--- src/rtl/pa_lane_drr_scheduler.sv ---
// pa_lane_drr_scheduler: deficit-round-robin lane arbiter feeding the page allocator ticket reader
module pa_lane_drr_scheduler #(
    parameter int N_LANE    = 4,
    parameter int LANE_W    = 2,
    parameter int LEN_W     = 8,
    parameter int DEFICIT_W = 10,
    parameter int QUANTUM   = 128
) (
    input  logic                          clk,
    input  logic                          rst,
    input  logic                          sched_en,
    input  logic [N_LANE-1:0]             lane_req_valid,
    input  logic [N_LANE*LEN_W-1:0]       lane_req_len_flat,
    output logic                          grant_valid,
    input  logic                          grant_ready,
    output logic [LANE_W-1:0]             grant_lane,
    output logic [LEN_W-1:0]              grant_len,
    input  logic                          pkt_done,
    output logic [N_LANE-1:0]             quantum_update,
    output logic                          sched_busy,
    output logic [N_LANE*DEFICIT_W-1:0]   deficit_flat
);
    typedef enum logic [1:0] {SCAN, OFFER, BUSY} state_t;
    state_t                 state;
    logic [LANE_W-1:0]      rr_ptr;
    logic                   credited;
    logic [DEFICIT_W-1:0]   deficit [N_LANE];
    logic [LEN_W-1:0]       len [N_LANE];
    logic [LEN_W-1:0]       cur_len;
    logic [DEFICIT_W-1:0]   cur_def;
    logic [DEFICIT_W:0]     raw_sum;
    logic [DEFICIT_W-1:0]   credit_sum;
    // Unpack lane lengths, pack deficits, and form the saturating credit for the lane under the pointer
    always_comb begin
        for (int i = 0; i < N_LANE; i++) begin
            len[i] = lane_req_len_flat[i*LEN_W +: LEN_W];
            deficit_flat[i*DEFICIT_W +: DEFICIT_W] = deficit[i];
        end
        cur_len    = len[rr_ptr];
        cur_def    = deficit[rr_ptr];
        raw_sum    = {1'b0, cur_def} + (DEFICIT_W+1)'(QUANTUM);
        credit_sum = raw_sum[DEFICIT_W] ? '1 : raw_sum[DEFICIT_W-1:0];
    end
    assign grant_valid = state == OFFER;
    assign sched_busy  = state != SCAN;
    // Scan/credit/check one lane per cycle; hold the grant through OFFER and BUSY
    always_ff @(posedge clk) begin
        if (rst) begin
            state          <= SCAN;
            rr_ptr         <= '0;
            credited       <= 1'b0;
            grant_lane     <= '0;
            grant_len      <= '0;
            quantum_update <= '0;
            for (int i = 0; i < N_LANE; i++) deficit[i] <= '0;
        end else begin
            quantum_update <= '0;
            case (state)
                SCAN: if (sched_en) begin
                    if (!lane_req_valid[rr_ptr]) begin
                        deficit[rr_ptr] <= '0;
                        rr_ptr          <= rr_ptr + LANE_W'(1);
                        credited        <= 1'b0;
                    end else if (!credited) begin
                        deficit[rr_ptr]        <= credit_sum;
                        quantum_update[rr_ptr] <= 1'b1;
                        credited               <= 1'b1;
                    end else if (cur_def >= DEFICIT_W'(cur_len)) begin
                        grant_lane <= rr_ptr;
                        grant_len  <= cur_len;
                        state      <= OFFER;
                    end else begin
                        rr_ptr   <= rr_ptr + LANE_W'(1);
                        credited <= 1'b0;
                    end
                end
                OFFER: if (grant_ready) begin
                    deficit[grant_lane] <= deficit[grant_lane] - DEFICIT_W'(grant_len);
                    state               <= BUSY;
                end
                BUSY: if (pkt_done) state <= SCAN;
                default: state <= SCAN;
            endcase
        end
    end
endmodule

--- config.mk ---
export PLATFORM = sky130hd
export DESIGN_NAME = pa_lane_drr_scheduler
export DESIGN_NICKNAME = d
export VERILOG_FILES = /design/src/rtl/pa_lane_drr_scheduler.sv
export SDC_FILE = /design/constraint.sdc
export NUM_CORES = 1
export LEC_CHECK = 0
export ABC_CLOCK_PERIOD_IN_PS = 3400
export CORE_MARGIN = 1.5
export CORE_UTILIZATION = 50
export CTS_CLUSTER_SIZE = 14
export DETAILED_ROUTE_END_ITERATION = 8
export GPL_TIMING_DRIVEN = 0
export PLACE_DENSITY_LB_ADDON = 0.08
export SYNTH_ARGS = -nofsm -noshare
export SYNTH_HDL_FRONTEND = slang
export SYNTH_SLANG_ARGS = --single-unit
--- constraint.sdc ---
create_clock -name clk -period 3.4 [get_ports clk]
set_input_delay 0.51 -clock clk [delete_from_list [all_inputs] [get_ports clk]]
set_output_delay 0.51 -clock clk [all_outputs]
set_load 0.02 [all_outputs]
**Yosys cells after proc, flatten, opt, wreduce, memory -nomap -nowiden**

Memories as Yosys holds them, arrays and structs flattened. A register that Yosys moved wholly into a read port is not among the register bits.
Index checks and enable logic that the tools add are counted.

- Register bits: 19
- Bits in writable memories: 40
- Input bits: 41
- Output and inout bits: 56
- Logic and storage cells: 88
- Memories kept: 1

Memory list:

| memory | words | bits a word | rd ports | clocked after Yosys merged registers in | wr ports | RTL line | text |
|---|---|---|---|---|---|---|---|
| deficit | 4 | 10 | 6 | 2 | 4 | 27 | `logic [DEFICIT_W-1:0] deficit [N_LANE];` |

- $add $sub $neg: 3
- $lt $le $gt $ge: 4
- Eq/ne operators: 10
- Multiplexer cells: 49
- Bitwise logic cells: 5
- Reductions and logical operators: 10

Operators with widths:

| cell | number |
|---|---|
| $mux 10 | 4 |
| $mux 2 | 15 |
| $mux 1 | 24 |
| $reduce_or 10->1 | 2 |
| $bmux 8 s2 | 1 |
| $mux 8 | 2 |
| $ne 2x2->1 const B | 7 |
| $add 10x8->11 const B | 1 |
| $ge 10x8->1 | 1 |
| $sub 10x8->10 | 1 |
| $pmux 2 s3 | 1 |
| $reduce_and 6->1 | 1 |
| $reduce_and 5->1 | 1 |
| $reduce_or 5->1 | 1 |
| $reduce_and 4->1 | 1 |
| $ge 3x3->1 const B | 1 |
| $lt 2x3->1 const B | 1 |
| $not 1->1 | 3 |
| $not 2->3 | 1 |
| $add 2x1->2 const B | 1 |
| $bmux 1 s2 | 1 |
| $demux 1 s2 | 1 |
| $eq 2x1->1 const B | 1 |
| $eq 2x2->1 const B | 1 |
| 7 further kinds | 7 |

**Longest topological paths before layout**

- Depth after elaboration: 11
- Gate-level depth with buffers: 12
- Depth with buffers taken out: 10

**Worst setup path before layout**

OpenSTA, ideal clock, no wires.

- Path type: flip-flop to flip-flop
- Start: reg rr_ptr[0]
- End: reg (tool-made name)
- Setup time: 0.132 ns
- Arrival: 2.662 ns
- Data required time: 3.268 ns
- Setup slack: 0.606 ns
- Stages on the path, launching flop included: 12
- Buffers on the path: 2
- Period minus slack after synthesis: 2.794 ns
- Path through: dfxtp_1 buf_1 mux4_2 inv_1 ha_1 o21ai_0 o21ai_0 o211ai_1 a21oi_1 buf_4 mux2i_1 nor2_1

RTL lines:

| element | RTL line | text |
|---|---|---|
| start, declared | 25 | `logic [LANE_W-1:0] rr_ptr;` |
| start signal, assigned | 62 | `rr_ptr <= rr_ptr + LANE_W'(1);` |
| start signal, assigned | 73 | `rr_ptr <= rr_ptr + LANE_W'(1);` |

==> results.md <==
- The die extent in x is roughly 90 um.
- The worst register-to-register path has a depth of 11.
- On the final layout, the worst clock skew is around 0.0077 ns.
- The worst setup path is captured at a flip-flop.
- The tool flagged a number of max-cap violations equal to 0.
- Ranked by total cell area, the synthesized netlist is headed by sky130_fd_sc_hd__edfxtp_1, sky130_fd_sc_hd__mux4_2, sky130_fd_sc_hd__dfxtp_1.
- The number of pins exceeding their max-slew limit in the final report is 0.
- Synthesis inferred 63 register bits.
- During synthesis, Yosys emitted a total of 0 warnings.
- The gate count of the mapped netlist is about 340.
- The mapped netlist covers slightly below 4000 um2.
- The share of synthesized cell area in full adder, half adder and majority cells is 0.0728.
- The critical path in this run is classified as flip-flop to flip-flop.
- The first global-routing pass estimated between 15,000 and 20,000 um of wire.
- The number of I/O pins is 97.
- The flow ran to the end, and the final reports show no timing, DRC or antenna violations.
- The root buffer selected by CTS is sky130_fd_sc_hd__clkbuf_8.
- Of the total power, the share spent switching nets is 0.314.
- The data required time at the worst endpoint is about 3.5 ns.
- The number of cells on the worst hold path is 2.
- The maximum clock frequency is 331 MHz.
- The fraction of the yosys area taken by sequential cells is 0.428.
- In the synthesized netlist the dominant register cell turns out to be sky130_fd_sc_hd__edfxtp_1.
- The standard-cell row count is 31.
- Counting distinct cell types in the post-synthesis netlist gives 57.
- The internal portion of the total power is about 1.5 mW.
- The post-place setup slack is 0.142 ns.
- The power dissipated by switching net loads is 0.704 mW.
- Setup violations remaining at the end of the flow were counted as 0.
- The cell taking the most area after synthesis is sky130_fd_sc_hd__edfxtp_1.
- The pre-antenna-repair detailed-routing pass consisted of 4 iterations.
- Dividing the detail-routed via count by the number of cells gives approximately 5.5.
- The fraction of synthesized cell area taken by the top area cell type is 0.309.
- The number of input and output port buffers inserted is 96.
- The via count of the first global-routing pass is around 3.1k.
- The combinational cell fraction of total power is 0.309.
- With fillers left out, the area of the finished cells amounts to between 5000 and 6000 um2.
- After synthesis, the share of cell area in mux cells is 0.210.
- The number of synthesized flops with an enable pin is 40.
- The path class of the lowest-slack min-delay path is flip-flop to flip-flop.
- For this run the aggregate overflow at the end of global routing stands at 0.
- At the end of the flow the core is filled with cells to 0.700.
- The register share of total power is 0.409.
- The number of antenna violations at the first check in global routing came to 0.
- The count of fill cells added during filler insertion is between 500 and 600.
- By count the netlist is led by sky130_fd_sc_hd__nor2_1, sky130_fd_sc_hd__edfxtp_1, sky130_fd_sc_hd__inv_1.
- At the later pin of the worst-skew pair, clock insertion delay measures 0.34 ns.
- The static leakage power is a little under 2 nW.
- The CTS tree is built.
- The complex-gate fraction of the synthesized area is 0.0790.
- The most frequent cell after synthesis is sky130_fd_sc_hd__nor2_1.
- The normalized max-slew margin is 0.249.
- After clock tree synthesis, the clock-pin slew on the worst setup and hold paths is roughly 0.07 ns.
- The die covers 8300 um2.
- The total power density per cell area is ~440 nW/um2.
- From bottom edge to top edge, the die measures between 90 and 100 um.
- Setup repair after global routing left no endpoint under its margin.
- The largest vdd supply drop is approximately 330 uV.
- The effective utilization at floorplan is 0.527.
- The mean routed wirelength per cell is approximately 18 um.
- Of the total synthesized cell area, the portion taken by XOR and XNOR cells is 0.00677.
- The measured slew at the worst slew-check pin is between 1 and 1.5 ns.
- Data on the critical path arrives at its endpoint at between 3 and 4 ns.
- The repair_antennas step left the layout with diodes totalling 0.
- The time the final worst path needs with I/O delays and setup is 3.02 ns.
- Of the available clock period, the critical path in the final layout requires 0.888.
- The element type at the critical path start is a flip-flop.
- Entering global routing, the biggest net connects 12 pins.
- The HPWL after detailed placement is around 7500 um.
- The power share of the clock group is 0.282.
- Of the cells placed in the final design, the portion with a size suffix greater than 1 is 0.163.
- The final wirelength is 10,000 um.
- The total placed instance area is 4970 um2.
- The post-route worst setup slack is approximately 0.38 ns.
- The number of sinks driven by the clock tree is 63.
- The synthesized area divided by synthesized cell count is approximately 12 um2.
- The net count after synthesis is 400.
- The total number of H-tree levels is 3.
- The CTS buffer count is 9.
- Once detail routing completed, the nets flagged for antenna violations numbered 0.
- The core region is around 7400 um2.
- The congestion estimate from routability-driven global placement came to 0.890.
- Of the total synthesized cell area, the portion taken by AND, OR, NAND and NOR gates is 0.144.
- In the final design database the tool counted 507 nets.
- For this run, asynchronously set or reset flops after synthesis account for 0.
- The peak fanout along the critical path is 10.
- The layout overhead on the synthesized area is 32.8%.
- For the final routed database, the setup TNS stands at 0 ns.
- For this block, the via count after detailed routing is around 3.0k.
- The clock passes through at most 2 buffers.
- The initial detailed-routing violation count is 166.
- The global routing usage summed across all routing layers is 0.261.
- After detailed routing, the number of remaining DRC violations is 0.
- After synthesis, the largest family of logic cells by area is multiplexers.
- The number of hold violations in the final report is 0.
[cells in the final DEF (no fill, tap or decap), types with 6 or more instances in the layout]
cell	n
sky130_fd_sc_hd__o21ai_0	13
sky130_fd_sc_hd__nor2_2	11
sky130_fd_sc_hd__clkbuf_8	9
sky130_fd_sc_hd__clkdlybuf4s50_1	96
sky130_fd_sc_hd__dfxtp_1	23
sky130_fd_sc_hd__mux2i_1	13
sky130_fd_sc_hd__ha_1	21
sky130_fd_sc_hd__nor2_1	56
sky130_fd_sc_hd__clkbuf_1	6
sky130_fd_sc_hd__nand2_1	10
sky130_fd_sc_hd__mux4_2	26
sky130_fd_sc_hd__inv_1	33
sky130_fd_sc_hd__edfxtp_1	40
sky130_fd_sc_hd__and2_1	7
sky130_fd_sc_hd__a21oi_1	10
[path summary, 6_finish.rpt]
path,slack (ns),to,startpoint
setup / recovery,0.38,deficit[0][8]$_SDFFCE_PN0P_,flip-flop
hold / removal,0.55,grant_len[2]$_SDFFE_PP0P_,grant_len[2]$_SDFFE_PP0P_
setup reg to reg,0.38,deficit[0][8]$_SDFFCE_PN0P_,flip-flop
hold reg to reg,0.55,grant_len[2]$_SDFFE_PP0P_,grant_len[2]$_SDFFE_PP0P_
[through the flow]
step,total power [mW],hold slack (ns),instances
after detailed placement,1.63,0.533,532
after CTS,2.26,0.545,548
after floorplan,1.38,0.515,337
after global routing,2.35,0.577,548
final,2.24,0.545,548
after global placement,1.62,0.521,532
[routing by layer]
| metal | wire length (um) | part of all wire | GRT usage | up-vias |
|---|---|---|---|---|
| li1 | - | - | - | 1435 |
| met1 | 4370 | 0.44 | 0.350 | 1469 |
| met2 | 4690 | 0.47 | 0.409 | 120 |
| met3 | 738 | 0.074 | 0.0662 | 14 |
| met4 | 224 | 0.022 | 0.0977 | 0 |
| met5 | 0 | 0 | 0 | - |
[flip-flops by register name, summed over array words and instances, names as in the netlist, named ones only]
signal	count
quantum_update	4
grant_lane	2
credited	1
rr_ptr	2
deficit	40
grant_len	8
state	2
[layout make-up]
cell class / instances / area (um2) / share of cell area
plain buffers: 16 / 103 / 0.0199
clock buffers: 9 / 124 / 0.0240
clock inverters: 7 / 63.8 / 0.0124
inverters: 34 / 128 / 0.0248
multi-input cells: 224 / 1990 / 0.386
flip-flops and latches: 63 / 1660 / 0.322
well taps: 99 / 124 / 0.0240
repair buffers: 96 / 961 / 0.186
[power by group through the flow]
stage	clock [mW]	sequential, mW	combinational (mW)
after floorplan	0	0.980	0.399
after global placement	0	0.933	0.684
after detailed placement	0	0.935	0.694
after CTS	0.638	0.918	0.699
after global routing	0.671	0.927	0.757
final	0.633	0.919	0.693
[worst max-delay path, stage by stage (launching register included)]
cell and delay [ns]:
sky130_fd_sc_hd__dfxtp_1 0.31, sky130_fd_sc_hd__clkbuf_1 0.53, sky130_fd_sc_hd__mux4_2 0.33, sky130_fd_sc_hd__inv_1 0.04
sky130_fd_sc_hd__ha_1 0.20, sky130_fd_sc_hd__fa_1 0.38, sky130_fd_sc_hd__nor2b_1 0.25, sky130_fd_sc_hd__o2111ai_1 0.17
sky130_fd_sc_hd__nand3_1 0.12, sky130_fd_sc_hd__a211oi_1 0.11, sky130_fd_sc_hd__nor3_4 0.23, sky130_fd_sc_hd__nor2_1 0.07
[what timing repair did]
action,in CTS,in global routing
setup endpoints to repair,0,16
hold buffers,0,0
gates resized for setup,0,2
setup buffers,0,0
[cell families (layout without fill, tap and decap cells)]
logic type,count (synthesis),in the layout
AO/OA/AOI/OAI,43,43
flip-flops,63,63
multiplexers,44,44
AND/OR/NAND/NOR,112,112
adder cells (fa/ha/maj),22,22
buffers and inverters,50,162
XOR/XNOR,3,3
Note: power is estimated with default switching activity, not from simulation.
